**config.mk**
```make
export PLATFORM = sky130hd
export DESIGN_NAME = multdiv_ctrl_flat
export DESIGN_NICKNAME = d
export VERILOG_FILES = /design/src/rtl/multdiv_pkg.sv /design/src/rtl/multdiv_if.sv /design/src/rtl/multdiv_decode.sv /design/src/rtl/multdiv_ctrl.sv /design/src/flat_wrapper.sv
export SDC_FILE = /design/constraint.sdc
export NUM_CORES = 1
export LEC_CHECK = 0
export CAP_MARGIN = 10
export CORE_MARGIN = 2
export CORE_UTILIZATION = 38
export DETAILED_ROUTE_END_ITERATION = 10
export PLACE_DENSITY = 0.77
export SYNTH_ARGS = -nofsm -noshare
export SYNTH_HDL_FRONTEND = slang
export SYNTH_SLANG_ARGS = --single-unit
```
**constraint.sdc**
```tcl
create_clock -name clock -period 4.2 [get_ports clock]
set_clock_uncertainty 0.2 [all_clocks]
set_input_delay 1.05 -clock clock [delete_from_list [all_inputs] [get_ports clock]]
set_output_delay 1.05 -clock clock [all_outputs]
set_load 0.03 [all_outputs]
```
**src/rtl/multdiv_pkg.sv**
```systemverilog
// rtl/multdiv_pkg.sv - shared encodings and constants for the multiply/divide sequencer
package multdiv_pkg;

  localparam logic [4:0] OPC_ALU   = 5'b00000;
  localparam logic [4:0] ALUOP_MUL = 5'b00110;
  localparam logic [4:0] ALUOP_DIV = 5'b00111;

  localparam int unsigned STATUS_REG = 30;
  localparam int unsigned MUL_STATUS = 4;
  localparam int unsigned DIV_STATUS = 5;

  typedef enum logic [1:0] {
    ST_IDLE  = 2'd0,
    ST_START = 2'd1,
    ST_BUSY  = 2'd2,
    ST_WB    = 2'd3
  } md_state_e;

endpackage

```
**src/rtl/multdiv_if.sv**
```systemverilog
// rtl/multdiv_if.sv - multiply/divide unit and register-file write port bundle
interface multdiv_if #(
  parameter int WIDTH = 32
);

  logic             md_start_mult;
  logic             md_start_div;
  logic [WIDTH-1:0] md_a;
  logic [WIDTH-1:0] md_b;
  logic             md_ready;
  logic             md_exception;
  logic [WIDTH-1:0] md_result;

  logic             wb_req;
  logic             wb_grant;
  logic [4:0]       wb_rd;
  logic [WIDTH-1:0] wb_data;

  // Sequencer side
  modport master (
    output md_start_mult, md_start_div, md_a, md_b,
    input  md_ready, md_exception, md_result,
    output wb_req, wb_rd, wb_data,
    input  wb_grant
  );

  // Unit / write-port arbiter side
  modport slave (
    input  md_start_mult, md_start_div, md_a, md_b,
    output md_ready, md_exception, md_result,
    input  wb_req, wb_rd, wb_data,
    output wb_grant
  );

endinterface

```
**src/rtl/multdiv_decode.sv**
```systemverilog
// rtl/multdiv_decode.sv - gate-level MUL/DIV detector for the X-stage instruction
module multdiv_decode
  import multdiv_pkg::*;
(
  input  logic       x_valid,
  input  logic [4:0] x_opcode,
  input  logic [4:0] x_aluop,
  output logic       is_md,
  output logic       is_div
);

  // MUL and DIV differ only in aluop bit 0, so the upper four bits select the pair
  assign is_md  = x_valid
                & ~|(x_opcode ^ OPC_ALU)
                & ~|(x_aluop[4:1] ^ ALUOP_MUL[4:1]);
  assign is_div = is_md & ~|(x_aluop ^ ALUOP_DIV);

endmodule

```
**src/rtl/multdiv_ctrl.sv**
```systemverilog
// rtl/multdiv_ctrl.sv - sequences MUL/DIV through the shared multi-cycle unit and writes back
module multdiv_ctrl #(
  parameter int WIDTH      = 32,
  parameter int TIMEOUT    = 40,
  parameter int MUL_STATUS = 4,
  parameter int DIV_STATUS = 5,
  parameter int STATUS_REG = 30
) (
  input  logic             clock,
  input  logic             reset,
  input  logic             x_valid,
  input  logic [4:0]       x_opcode,
  input  logic [4:0]       x_aluop,
  input  logic [4:0]       x_rd,
  input  logic [WIDTH-1:0] x_a,
  input  logic [WIDTH-1:0] x_b,
  multdiv_if.master        mif,
  output logic             stall,
  output logic             busy
);
  import multdiv_pkg::*;

  localparam int CW = $clog2(TIMEOUT) + 1;

  md_state_e        state_q, state_d;
  logic [CW-1:0]    cnt_q, cnt_d;
  logic [WIDTH-1:0] a_q, a_d, b_q, b_d, result_q, result_d;
  logic [4:0]       rd_q, rd_d;
  logic             is_div_q, is_div_d, exc_q, exc_d;

  logic is_md, dec_div, wb_skip;

  multdiv_decode u_decode (
    .x_valid  (x_valid),
    .x_opcode (x_opcode),
    .x_aluop  (x_aluop),
    .is_md    (is_md),
    .is_div   (dec_div)
  );

  // A clean result for r0 is dropped without touching the write port
  assign wb_skip = !exc_q && (rd_q == 5'd0);

  // Operands stay on the unit inputs from START until the next accepted instruction
  assign mif.md_a = a_q;
  assign mif.md_b = b_q;

  // State, counter and latched operation registers
  always_ff @(posedge clock or posedge reset) begin
    if (reset) begin
      state_q  <= ST_IDLE;
      cnt_q    <= '0;
      a_q      <= '0;
      b_q      <= '0;
      rd_q     <= '0;
      is_div_q <= 1'b0;
      result_q <= '0;
      exc_q    <= 1'b0;
    end else begin
      state_q  <= state_d;
      cnt_q    <= cnt_d;
      a_q      <= a_d;
      b_q      <= b_d;
      rd_q     <= rd_d;
      is_div_q <= is_div_d;
      result_q <= result_d;
      exc_q    <= exc_d;
    end
  end

  // Next-state logic and state-decoded outputs
  always_comb begin
    state_d           = state_q;
    cnt_d             = cnt_q;
    a_d               = a_q;
    b_d               = b_q;
    rd_d              = rd_q;
    is_div_d          = is_div_q;
    result_d          = result_q;
    exc_d             = exc_q;
    mif.md_start_mult = 1'b0;
    mif.md_start_div  = 1'b0;
    mif.wb_req        = 1'b0;
    mif.wb_rd         = '0;
    mif.wb_data       = '0;
    stall             = 1'b0;
    busy              = (state_q != ST_IDLE);

    case (state_q)
      ST_IDLE: begin
        if (is_md) begin
          a_d      = x_a;
          b_d      = x_b;
          rd_d     = x_rd;
          is_div_d = dec_div;
          result_d = '0;
          exc_d    = 1'b0;
          stall    = 1'b1;
          state_d  = ST_START;
        end
      end
      ST_START: begin
        mif.md_start_div  = is_div_q;
        mif.md_start_mult = !is_div_q;
        cnt_d             = '0;
        stall             = 1'b1;
        state_d           = ST_BUSY;
      end
      ST_BUSY: begin
        cnt_d = cnt_q + 1'b1;
        stall = 1'b1;
        if (mif.md_ready) begin
          result_d = mif.md_result;
          exc_d    = mif.md_exception;
          state_d  = ST_WB;
        end else if (cnt_q == CW'(TIMEOUT - 1)) begin
          exc_d   = 1'b1;
          state_d = ST_WB;
        end
      end
      ST_WB: begin
        mif.wb_req = !wb_skip;
        if (exc_q) begin
          mif.wb_rd   = 5'(STATUS_REG);
          mif.wb_data = is_div_q ? WIDTH'(DIV_STATUS) : WIDTH'(MUL_STATUS);
        end else begin
          mif.wb_rd   = rd_q;
          mif.wb_data = result_q;
        end
        // Stall releases in the completion cycle so X retires at this edge
        stall = !(mif.wb_grant || wb_skip);
        if (mif.wb_grant || wb_skip) state_d = ST_IDLE;
      end
      default: state_d = ST_IDLE;
    endcase
  end

endmodule
```
**src/flat_wrapper.sv**
```systemverilog
// flat-port wrapper written by rule: the top's interface ports become plain ports
module multdiv_ctrl_flat import multdiv_pkg::*;
#(
  parameter int WIDTH      = 32,
  parameter int TIMEOUT    = 40,
  parameter int MUL_STATUS = 4,
  parameter int DIV_STATUS = 5,
  parameter int STATUS_REG = 30
)
  (clock, reset, x_valid, x_opcode, x_aluop, x_rd, x_a, x_b, stall, busy, mif_md_start_mult, mif_md_start_div, mif_md_a, mif_md_b, mif_md_ready, mif_md_exception, mif_md_result, mif_wb_req, mif_wb_rd, mif_wb_data, mif_wb_grant);
  multdiv_if #(.WIDTH(WIDTH)) mif_i ();
  input  logic clock;
  input  logic reset;
  input  logic x_valid;
  input  logic [4:0] x_opcode;
  input  logic [4:0] x_aluop;
  input  logic [4:0] x_rd;
  input  logic [WIDTH-1:0] x_a;
  input  logic [WIDTH-1:0] x_b;
  output logic stall;
  output logic busy;
  output wire logic [$bits(mif_i.md_start_mult)-1:0] mif_md_start_mult;
  output wire logic [$bits(mif_i.md_start_div)-1:0] mif_md_start_div;
  output wire logic [$bits(mif_i.md_a)-1:0] mif_md_a;
  output wire logic [$bits(mif_i.md_b)-1:0] mif_md_b;
  input wire logic [$bits(mif_i.md_ready)-1:0] mif_md_ready;
  input wire logic [$bits(mif_i.md_exception)-1:0] mif_md_exception;
  input wire logic [$bits(mif_i.md_result)-1:0] mif_md_result;
  output wire logic [$bits(mif_i.wb_req)-1:0] mif_wb_req;
  output wire logic [$bits(mif_i.wb_rd)-1:0] mif_wb_rd;
  output wire logic [$bits(mif_i.wb_data)-1:0] mif_wb_data;
  input wire logic [$bits(mif_i.wb_grant)-1:0] mif_wb_grant;
  assign mif_md_start_mult = mif_i.md_start_mult;
  assign mif_md_start_div = mif_i.md_start_div;
  assign mif_md_a = mif_i.md_a;
  assign mif_md_b = mif_i.md_b;
  assign mif_i.md_ready = mif_md_ready;
  assign mif_i.md_exception = mif_md_exception;
  assign mif_i.md_result = mif_md_result;
  assign mif_wb_req = mif_i.wb_req;
  assign mif_wb_rd = mif_i.wb_rd;
  assign mif_wb_data = mif_i.wb_data;
  assign mif_i.wb_grant = mif_wb_grant;
  multdiv_ctrl #(.WIDTH(WIDTH), .TIMEOUT(TIMEOUT), .MUL_STATUS(MUL_STATUS), .DIV_STATUS(DIV_STATUS), .STATUS_REG(STATUS_REG)) u_core (.clock(clock), .reset(reset), .x_valid(x_valid), .x_opcode(x_opcode), .x_aluop(x_aluop), .x_rd(x_rd), .x_a(x_a), .x_b(x_b), .mif(mif_i), .stall(stall), .busy(busy));
endmodule
```
-- After elaboration in Yosys (flattened, before gate mapping)
Cells that the tools add are included.
- bits in registers: 112
- input port bits: 117
- output and inout port bits: 106
- logic and storage cells: 67
- $add $sub $neg: 1
- equality and inequality tests: 8
- mux-type cells: 23
- bitwise operators: 5
- reduce and logical (&&, ||, !) cells: 22
- operator list (operator ; count):
    32-bit 2-to-1 mux ; 4
    32-bit case mux with 2 select lines ; 1
    7-bit case mux with 2 select lines ; 1
    5-bit 2-to-1 mux ; 2
    5-bit OR reduction ; 2
    3-bit AND reduction ; 3
    1-bit 2-to-1 mux ; 8
    2-bit 2-to-1 mux ; 4
    2-bit case mux with 4 select lines ; 1
    7-bit by 1-bit adder with 7-bit output, second input constant ; 1
    7-bit by 6-bit equality test with 1-bit output, second input constant ; 1
    1-bit zero test ; 7
    2-bit nonzero test ; 3
    5-bit zero test ; 1
    2-bit equality test, second input constant ; 2
    2-bit inequality test, second input constant ; 2
    4-bit OR reduction ; 1
    1-bit bitwise AND ; 3
    3-bit by 2-bit inequality test with 1-bit output, second input constant ; 1
    3-bit inverter ; 1
    1-bit case mux with 3 select lines ; 1
    2-bit by 1-bit equality test with 1-bit output, second input constant ; 1
    2-bit zero test ; 1
    2-bit by 1-bit inequality test with 1-bit output, second input constant ; 1
    6 further kinds ; 6

-- Depth between registers and ports, before layout
Gate-level depths: netlist (run 1).
- depth after elaboration: 6
- mapped depth: 7
- depth with buffers taken out: 6

-- Modules after synthesis
A second synthesis (run 1) with hierarchy kept.
- cell total of the unflattened synthesis: 413
- area, all modules: 4819.6 µm²
- by module, submodules not included (module ; instances ; cells each ; area an instance (µm²) ; sequential area each (µm²)):
    multdiv_ctrl ; 1 ; 407 ; 4762.1 ; 2802.7
    multdiv_decode ; 1 ; 6 ; 57.6 ; 0.0

-- Least setup slack after synthesis (run 1)
No wires, ideal clock.
- path kind: input-to-output
- start point: input x_opcode[4]
- end point: output stall
- data arrival time: 2.054 ns
- required time: 2.950 ns
- setup slack: 0.896 ns
- cell stages on the path: 3
- path buffers: 0
- cells stage by stage: nor4b_2 > a31oi_2 > nor2_1
- cells in the longest elaborated chain, start to end: 6
- ends and longest elaborated chain (item ; line ; source):
    start: declaration ; flat_wrapper.sv:15 ; input logic [4:0] x_opcode;
    5-bit OR reduction ; multdiv_decode.sv:14 ; & ~|(x_opcode ^ OPC_ALU)
    1-bit zero test ; multdiv_decode.sv:14 ;
    1-bit bitwise AND ; multdiv_decode.sv:14 ;
    1-bit bitwise AND ; multdiv_decode.sv:15 ; & ~|(x_aluop[4:1] ^ ALUOP_MUL[4:1]);
    1-bit 2-to-1 mux ; multdiv_ctrl.sv:91 ; if (is_md) begin
    1-bit case mux with 3 select lines ; multdiv_ctrl.sv:89 ; case (state_q)
    end: declaration ; flat_wrapper.sv:20 ; output logic stall;
No other way between the ends.

-- Worst setup path after layout (run 1)
Ends and elaborated chain as after synthesis.

==> impl_summary.txt, run 1 <==
----------------------------------------------------
[Outcome]
  Run status ... complete, no violations

[STA]
  Max Clock Freq ... 249 MHz
  Worst-case headroom to the max-slew limit ... 0.414
  Final Max Slew Viols ... 0
  Setup_tns ... 0 ns
  Hold slack ... 0.304 ns
  Final Cycle Share ... 0.954
  Final setup violation count ... 0
  Count of endpoints failing hold in the final timing report ... 0
  Pin slew with the least headroom to its limit ... 0.879 ns
  RSZ-0062 raised after global routing ... false
  Tmin final ... roughly 4 ns

[Route]
  Via-to-Cell Ratio ... around 4.7
  Detailed router's first-iteration violation count ... 118
  Detailed Routing Iterations Pass 1 ... 4
  DR vias ... approximately 3700
  WL met1 ... 4730 um
  Post-detailed-route DRC marker count ... 0
  Number of antenna-violating nets in the routed design ... 0
  Routed length per placed instance ... approximately 16 um
  Total met2 wirelength after detailed routing ... 6300 um
  Top Layer Used ... met4
  Met3 wire len ... 1530 um
  Total wire length after detailed routing ... roughly 13000 um

[Pwr]
  VDD IR max ... 0.000205 V
  Pwr Density ... between 400 and 500 nW/um2
  Static leakage ... 0.00346 uW

[Floorplan]
  Vertical extent of the die ... 118 um
  Die width ... 118 um
  Die Outline Area ... between 10000 and 15000 um2
  Initial core utilization ... 0.392
  Floorplan row count ... just over 40
  I/O Pins ... 223
  Core area ... roughly 13000 um2

[Global route]
  Total congestion overflow ... 0
  GRT Resource Usage Total ... 0.188
  First-pass GRT wire length ... 20700 um
  Initial antenna violation count ... 1
  Via count of the first global-routing pass ... 4122
  Maximum number of pins on one net before global-route repair ... 76

[Clock tree]
  CTS tree ... built
  Number of buffers inserted during clock tree synthesis ... 9
  Clock-pin slew reported for the worst setup and hold paths after clock tree synthesis ... 0.07 ns
  Number of buffers inserted by post-CTS setup repair ... 0
  CTS Root Cell ... clkbuf_16
  Post-CTS sizing ... 0
  Later-pin clock latency in the skew report ... 0.34 ns
  Depth of the CTS H-tree ... 3
  Hold bufs inserted after CTS ... 0
  Number of buffers on the longest clock path ... 2
  TritonCTS Sinks ... approximately 110

[Cells and area]
  Synthesis-to-layout area growth ... 53.5%
  Most frequent cells in the layout ... 222 x clkdlybuf4s50_1, 112 x dfrtp_1, 70 x mux2_2
  Net count, final ... 742
  Share of cells above drive strength 1 ... 0.156
  Share of the core filled with cells in the final layout ... 0.602
  Leading cell type in the layout, fill and taps excluded ... clkdlybuf4s50_1
  Fillers ... around 1000

[Synth]
  Most used flip-flop cell after synthesis ... dfrtp_1
  Total nets after synthesis ... 522
  Number of flops mapped to enable cells by yosys ... 0
  Fraction of the yosys area taken by sequential cells ... 0.564
  Number of unique standard cell types used by synthesis ... 33
  Cell Area, Synth ... 4970 um2
  Async SR Flop Fraction ... 1.00
  Mean post-synth cell area ... 12.5 um2
  Mapped Cells ... 399
  Count of warnings emitted by yosys ... 0
  Count of state elements after synthesis ... 112

[Worst setup path]
  Endpoint of the worst-slack reg-to-reg timing path ... u_core.mif.md_a[18]
  Setup crit start kind ... input port
  Internal reg-to-reg setup slack ... 1.90 ns
  Highest fanout seen on the critical path ... 2
  Setup CP Type ... in -> out
  Reg-to-Reg Start ... u_core.state_q[0]
  Crit path DAT ... 2.76 ns
  Number of cells on the worst reg-to-reg path ... 5
  Required time at the worst-slack endpoint ... 2.95 ns
  Element type at the critical path end ... primary output

[Min path]
  WHS Path Cells ... 1
  Min-Delay Startpoint ... u_core.mif.md_a[4]
  Hold EP ... u_core.mif.md_a[4]
  Worst min-delay path category ... reg -> reg

[Run]
  Max-capacitance violation count ... 0

[Placed design]
  Number of I/O port buffers ... approximately 220
  RePlAce Congestion ... 0.736
  DP HPWL ... about 9700 um

----------------------------------------------------
[layer usage]
metal / vias up / global-route usage
met4: 0 / 0.0738
met5: - / 0
li1: 1751 / -
met3: 18 / 0.0970
met2: 152 / 0.316
met1: 1809 / 0.199
[power by group]
| part | total [uW] | internal [uW] | switching (uW) |
|---|---|---|---|
| Sequential | 1350 | 1250 | 97.9 |
| Combinational | 1360 | 612 | 747 |
| Clock | 767 | 412 | 355 |
| Total | 3480 | 2280 | 1200 |
[kinds of logic after synthesis]
group,count (synthesis),share of synthesized area
flip-flops,112,0.564
multiplexers,106,0.231
AND/OR/NAND/NOR,94,0.105
buffers and inverters,60,0.0514
AO/OA/AOI/OAI,20,0.0317
adder cells (fa/ha/maj),6,0.0151
XOR/XNOR,1,0.00176
[flip-flops by register name (all words and copies together) (netlist names)]
signal,flops
u_core.cnt_q,7
u_core.result_q,32
u_core.state_q,2
u_core.exc_q,1
u_core.mif.md_b,32
u_core.mif.md_a,32
u_core.rd_q,5
u_core.is_div_q,1
[synthesized netlist by cell type, types with 2 or more instances]
library cell / instances / share of area
clkbuf_1: 16 / 0.012
dfrtp_1: 112 / 0.56
ha_1: 6 / 0.015
and2_1: 33 / 0.042
nor2_1: 6 / 0.0045
mux2_2: 70 / 0.16
nand2_1: 35 / 0.026
nor2b_1: 6 / 0.0076
nor3_4: 2 / 0.0065
buf_6: 4 / 0.0091
nand3_1: 4 / 0.0040
o21a_1: 5 / 0.0076
mux2i_1: 35 / 0.070
a21oi_1: 2 / 0.0020
o21ai_0: 5 / 0.0050
inv_1: 40 / 0.030
nand4_1: 2 / 0.0025
[cell type report]
type	instances	area, um2	share of cell area
Timing Repair Buffer	229	2290	0.300
Sequential cell	112	2800	0.367
Antenna cell	1	2.50	0.000328
Inverter	40	154	0.0202
Multi-Input combinational cell	227	1910	0.251
Tap cell	172	215	0.0282
Clock buffer	13	250	0.0328
Clock inverter	1	5.00	0.000656
[worst max-delay path: stages]
cell and delay [ns]:
clkdlybuf4s50_1 0.41, nor4b_2 0.35, a31oi_2 0.14, nor2_1 0.12, clkdlybuf4s50_1 0.67
[worst max path at each step]
| stage | cells after the start | endpoint | startpoint | slack (ns) |
|---|---|---|---|---|
| after detailed placement | 5 | stall | x_opcode[4] | 0.19 |
| after global placement | 5 | stall | x_opcode[1] | 0.21 |
| final | 5 | stall | x_opcode[4] | 0.19 |
| after CTS | 5 | stall | x_opcode[4] | 0.19 |
| after global routing | 5 | stall | x_opcode[4] | 0.1 |
| after floorplan | 3 | stall | x_opcode[4] | 0.90 |
[stage by stage]
step	worst slack, ns	instances	total power (uW)	instance area [um2]
6_report	0.191	795	3480	7630
5_1_grt	0.0971	795	3700	7630
4_1_cts	0.190	794	3540	7630
3_5_place_dp	0.190	780	2750	7370
3_3_place_gp	0.209	780	2700	7370
2_1_floorplan	0.896	399	2290	4970
Note: power is estimated with default switching activity, not from simulation.
==> run 2, diff against run 1 <==
- PLACE_DENSITY: 0.77 -> unset
- PLACE_DENSITY_LB_ADDON: unset -> 0.05
- RECOVER_POWER: unset -> 25
==> impl_summary.txt, run 2 (synthesis gave the netlist of run 1 again) <==
----------------------------------------------------
[Placed design]
  DP HPWL ... 9040 um (-7.0%)
  RePlAce Congestion ... 0.696 (-5.4%)
  Number of I/O port buffers ... 222 (unchanged)

[STA]
  Setup_tns ... 0 ns (unchanged)
  Max Clock Freq ... 251 MHz (+0.60%)
  Final Cycle Share ... 0.949 (-0.00565)
  Final Max Slew Viols ... 78 (+78)
  Count of endpoints failing hold in the final timing report ... 0 (unchanged)
  RSZ-0062 raised after global routing ... false
  Tmin final ... 3.99 ns (-0.0237 ns)
  Final setup violation count ... 0 (unchanged)
  Worst-case headroom to the max-slew limit ... -0.227 (-0.640)
  Pin slew with the least headroom to its limit ... 1.84 ns (+0.960 ns)

[Worst setup path]
  Number of buffers and inverters on the critical path ... 2 (unchanged)
  Cells along the critical path ... clkdlybuf4s50_1 > nor4b_2 > a31oi_2 > nor2_1 > clkdlybuf4s50_1
  Setup CP Type ... in -> out
  Element type at the critical path end ... primary output
  Required time at the worst-slack endpoint ... 2.95 ns (about the same)
  Cell type of the slowest stage on the worst timing path ... clkdlybuf4s50_1
  Highest fanout seen on the critical path ... 2 (unchanged)
  Top cell family by delay on the critical path ... buffers and inverters
  CP most frequent cell ... clkdlybuf4s50_1
  Setup crit start kind ... input port
  Crit path DAT ... 2.74 ns (-0.02 ns)
  CP max stage delay ... 0.67 ns (about the same)

[Cells and area]
  Most frequent cells in the layout ... 221 x clkdlybuf4s50_1, 112 x dfrtp_1, 70 x mux2_2
  Antenna fix cells ... 0 (-1)
  Synthesis-to-layout area growth ... 54.3%
  Share of cells above drive strength 1 ... 0.163 (+0.00673)
  Leading cell type in the layout, fill and taps excluded ... clkdlybuf4s50_1
  Net count, final ... 745 (+0.40%)

[Pwr]
  Cell internal pwr ... 2300 uW (+0.80%)
  Power share of the combinational group ... 0.392 (about the same)
  Power share of the clock group ... 0.231 (+0.010)
  Total power after layout ... 3540 uW (+1.6%)
  Sw Share ... 0.351 (+0.00546)
  Static leakage ... 0.00348 uW (+0.34%)
  Sequential share of power ... 0.377 (-0.011)
  Switching power summed over all nets ... 1240 uW (+3.3%)
  VDD IR max ... 0.000232 V (+13%)
  Pwr Density ... 461 nW/um2 (+1.2%)

[Floorplan]
  Die width ... 118 um (unchanged)
  Initial core utilization ... 0.392 (unchanged)
  Vertical extent of the die ... 118 um (unchanged)
  Floorplan row count ... 41 (unchanged)
  Die Outline Area ... 14000 um2 (unchanged)
  Core area ... 12700 um2 (unchanged)
  I/O Pins ... 223 (unchanged)

[Global route]
  Met3 usage ... 0.0787 (-0.0183)
  GRT Resource Usage Total ... 0.184 (-0.00407)
  Initial antenna violation count ... 0 (-1)
  Via count of the first global-routing pass ... 4027 (-2.3%)
  Met1 layer usage reported by global route ... 0.212 (+0.0130)
  Met2 Track Usage GR ... 0.300 (-0.0155)
  First-pass GRT wire length ... 20500 um (-0.97%)
  Total congestion overflow ... 0 (unchanged)
  Maximum number of pins on one net before global-route repair ... 71 (-6.6%)
  Most congested layer reported by global routing ... met2

[Clock tree]
  CTS Root Cell ... clkbuf_16
  Hold bufs inserted after CTS ... 0 (unchanged)
  TritonCTS Sinks ... 112 (unchanged)
  Clock-pin slew reported for the worst setup and hold paths after clock tree synthesis ... 0.07 ns (about the same)
  Number of buffers inserted during clock tree synthesis ... 9 (unchanged)
  Later-pin clock latency in the skew report ... 0.35 ns (about the same)
  Post-CTS sizing ... 0 (unchanged)
  CTS tree ... built
  Number of buffers inserted by post-CTS setup repair ... 0 (unchanged)
  Number of buffers on the longest clock path ... 2 (unchanged)
  Depth of the CTS H-tree ... 3 (unchanged)

[Route]
  Number of antenna-violating nets in the routed design ... 0 (unchanged)
  Post-detailed-route DRC marker count ... 0 (unchanged)
  DR vias ... 3689 (-1.1%)
  Via-to-Cell Ratio ... 4.62 (-1.6%)
  Detailed router's first-iteration violation count ... 120 (+1.7%)
  Total wire length after detailed routing ... 12500 um (-2.9%)
  Routed length per placed instance ... 15.6 um (-3.4%)
  Detailed Routing Iterations Pass 1 ... 4 (unchanged)

[Min path]
  Worst min-delay path category ... reg -> reg

[Outcome]
  Run status ... finished, violations left
  Violated checks ... max-capacitance violations, max-slew violations

[Run]
  Max-capacitance violation count ... 2 (+2)

----------------------------------------------------
[run 2: final cells by class]
cell class              count  area (um2)
clock inverters             5        40.0
clock buffers              11         243
well taps                 172         215
fillers                  1099        5000
repair buffers            232        2300
flip-flops and latches    112        2800
multi-input cells         227        1910
inverters                  40         151
[run 2: final timing paths]
| path | start | cells after the start | slack, ns | to |
|---|---|---|---|---|
| max | x_opcode[4] | 5 | 0.21 | stall |
| min | u_core.mif.md_b[7] | 1 | 0.31 | u_core.mif.md_b[7] |
| max reg2reg | u_core.state_q[0] | 7 | 0.77 | u_core.result_q[25] |
| min reg2reg | u_core.mif.md_b[7] | 1 | 0.31 | u_core.mif.md_b[7] |
| max in group asynchronous | reset | 3 | 0.82 | u_core.mif.md_b[28] |
| min in group asynchronous | reset | 2 | 1.38 | u_core.result_q[26] |
[run 2: metal layers]
metal | part of all wire | vias to the layer above
met1 | 0.40 | 1769
met2 | 0.47 | 139
li1 | - | 1761
met3 | 0.10 | 20
met5 | 0 | -
met4 | 0.025 | 0
[run 2: worst reg2reg max path, stage by stage, from the launching register on]
cell      delay (ns)
dfrtp_1         0.40
inv_1           0.14
ha_1            0.17
clkbuf_1        1.32
nor2_1          0.29
nor3_4          0.23
buf_4           0.34
mux2i_1         0.25
[run 2: metrics by stage]
stage          instances  area (um2)  utilization  hold slack (ns)  setup slack [ns]
6_report             799        7670        0.605            0.306             0.215
5_1_grt              799        7670        0.605            0.320             0.131
4_1_cts              799        7690        0.607            0.310             0.199
3_5_place_dp         783        7410        0.585            0.292             0.199
3_3_place_gp         783        7410        0.585            0.287             0.216
2_1_floorplan        399        4970            -            0.277             0.896
[run 2: power groups by stage]
stage / Sequential (uW) / Combinational (uW) / Clock, uW
3_5_place_dp: 1350 / 1400 / 0
5_1_grt: 1350 / 1520 / 895
3_3_place_gp: 1350 / 1390 / 0
4_1_cts: 1330 / 1410 / 856
6_report: 1330 / 1390 / 815
2_1_floorplan: 1360 / 936 / 0
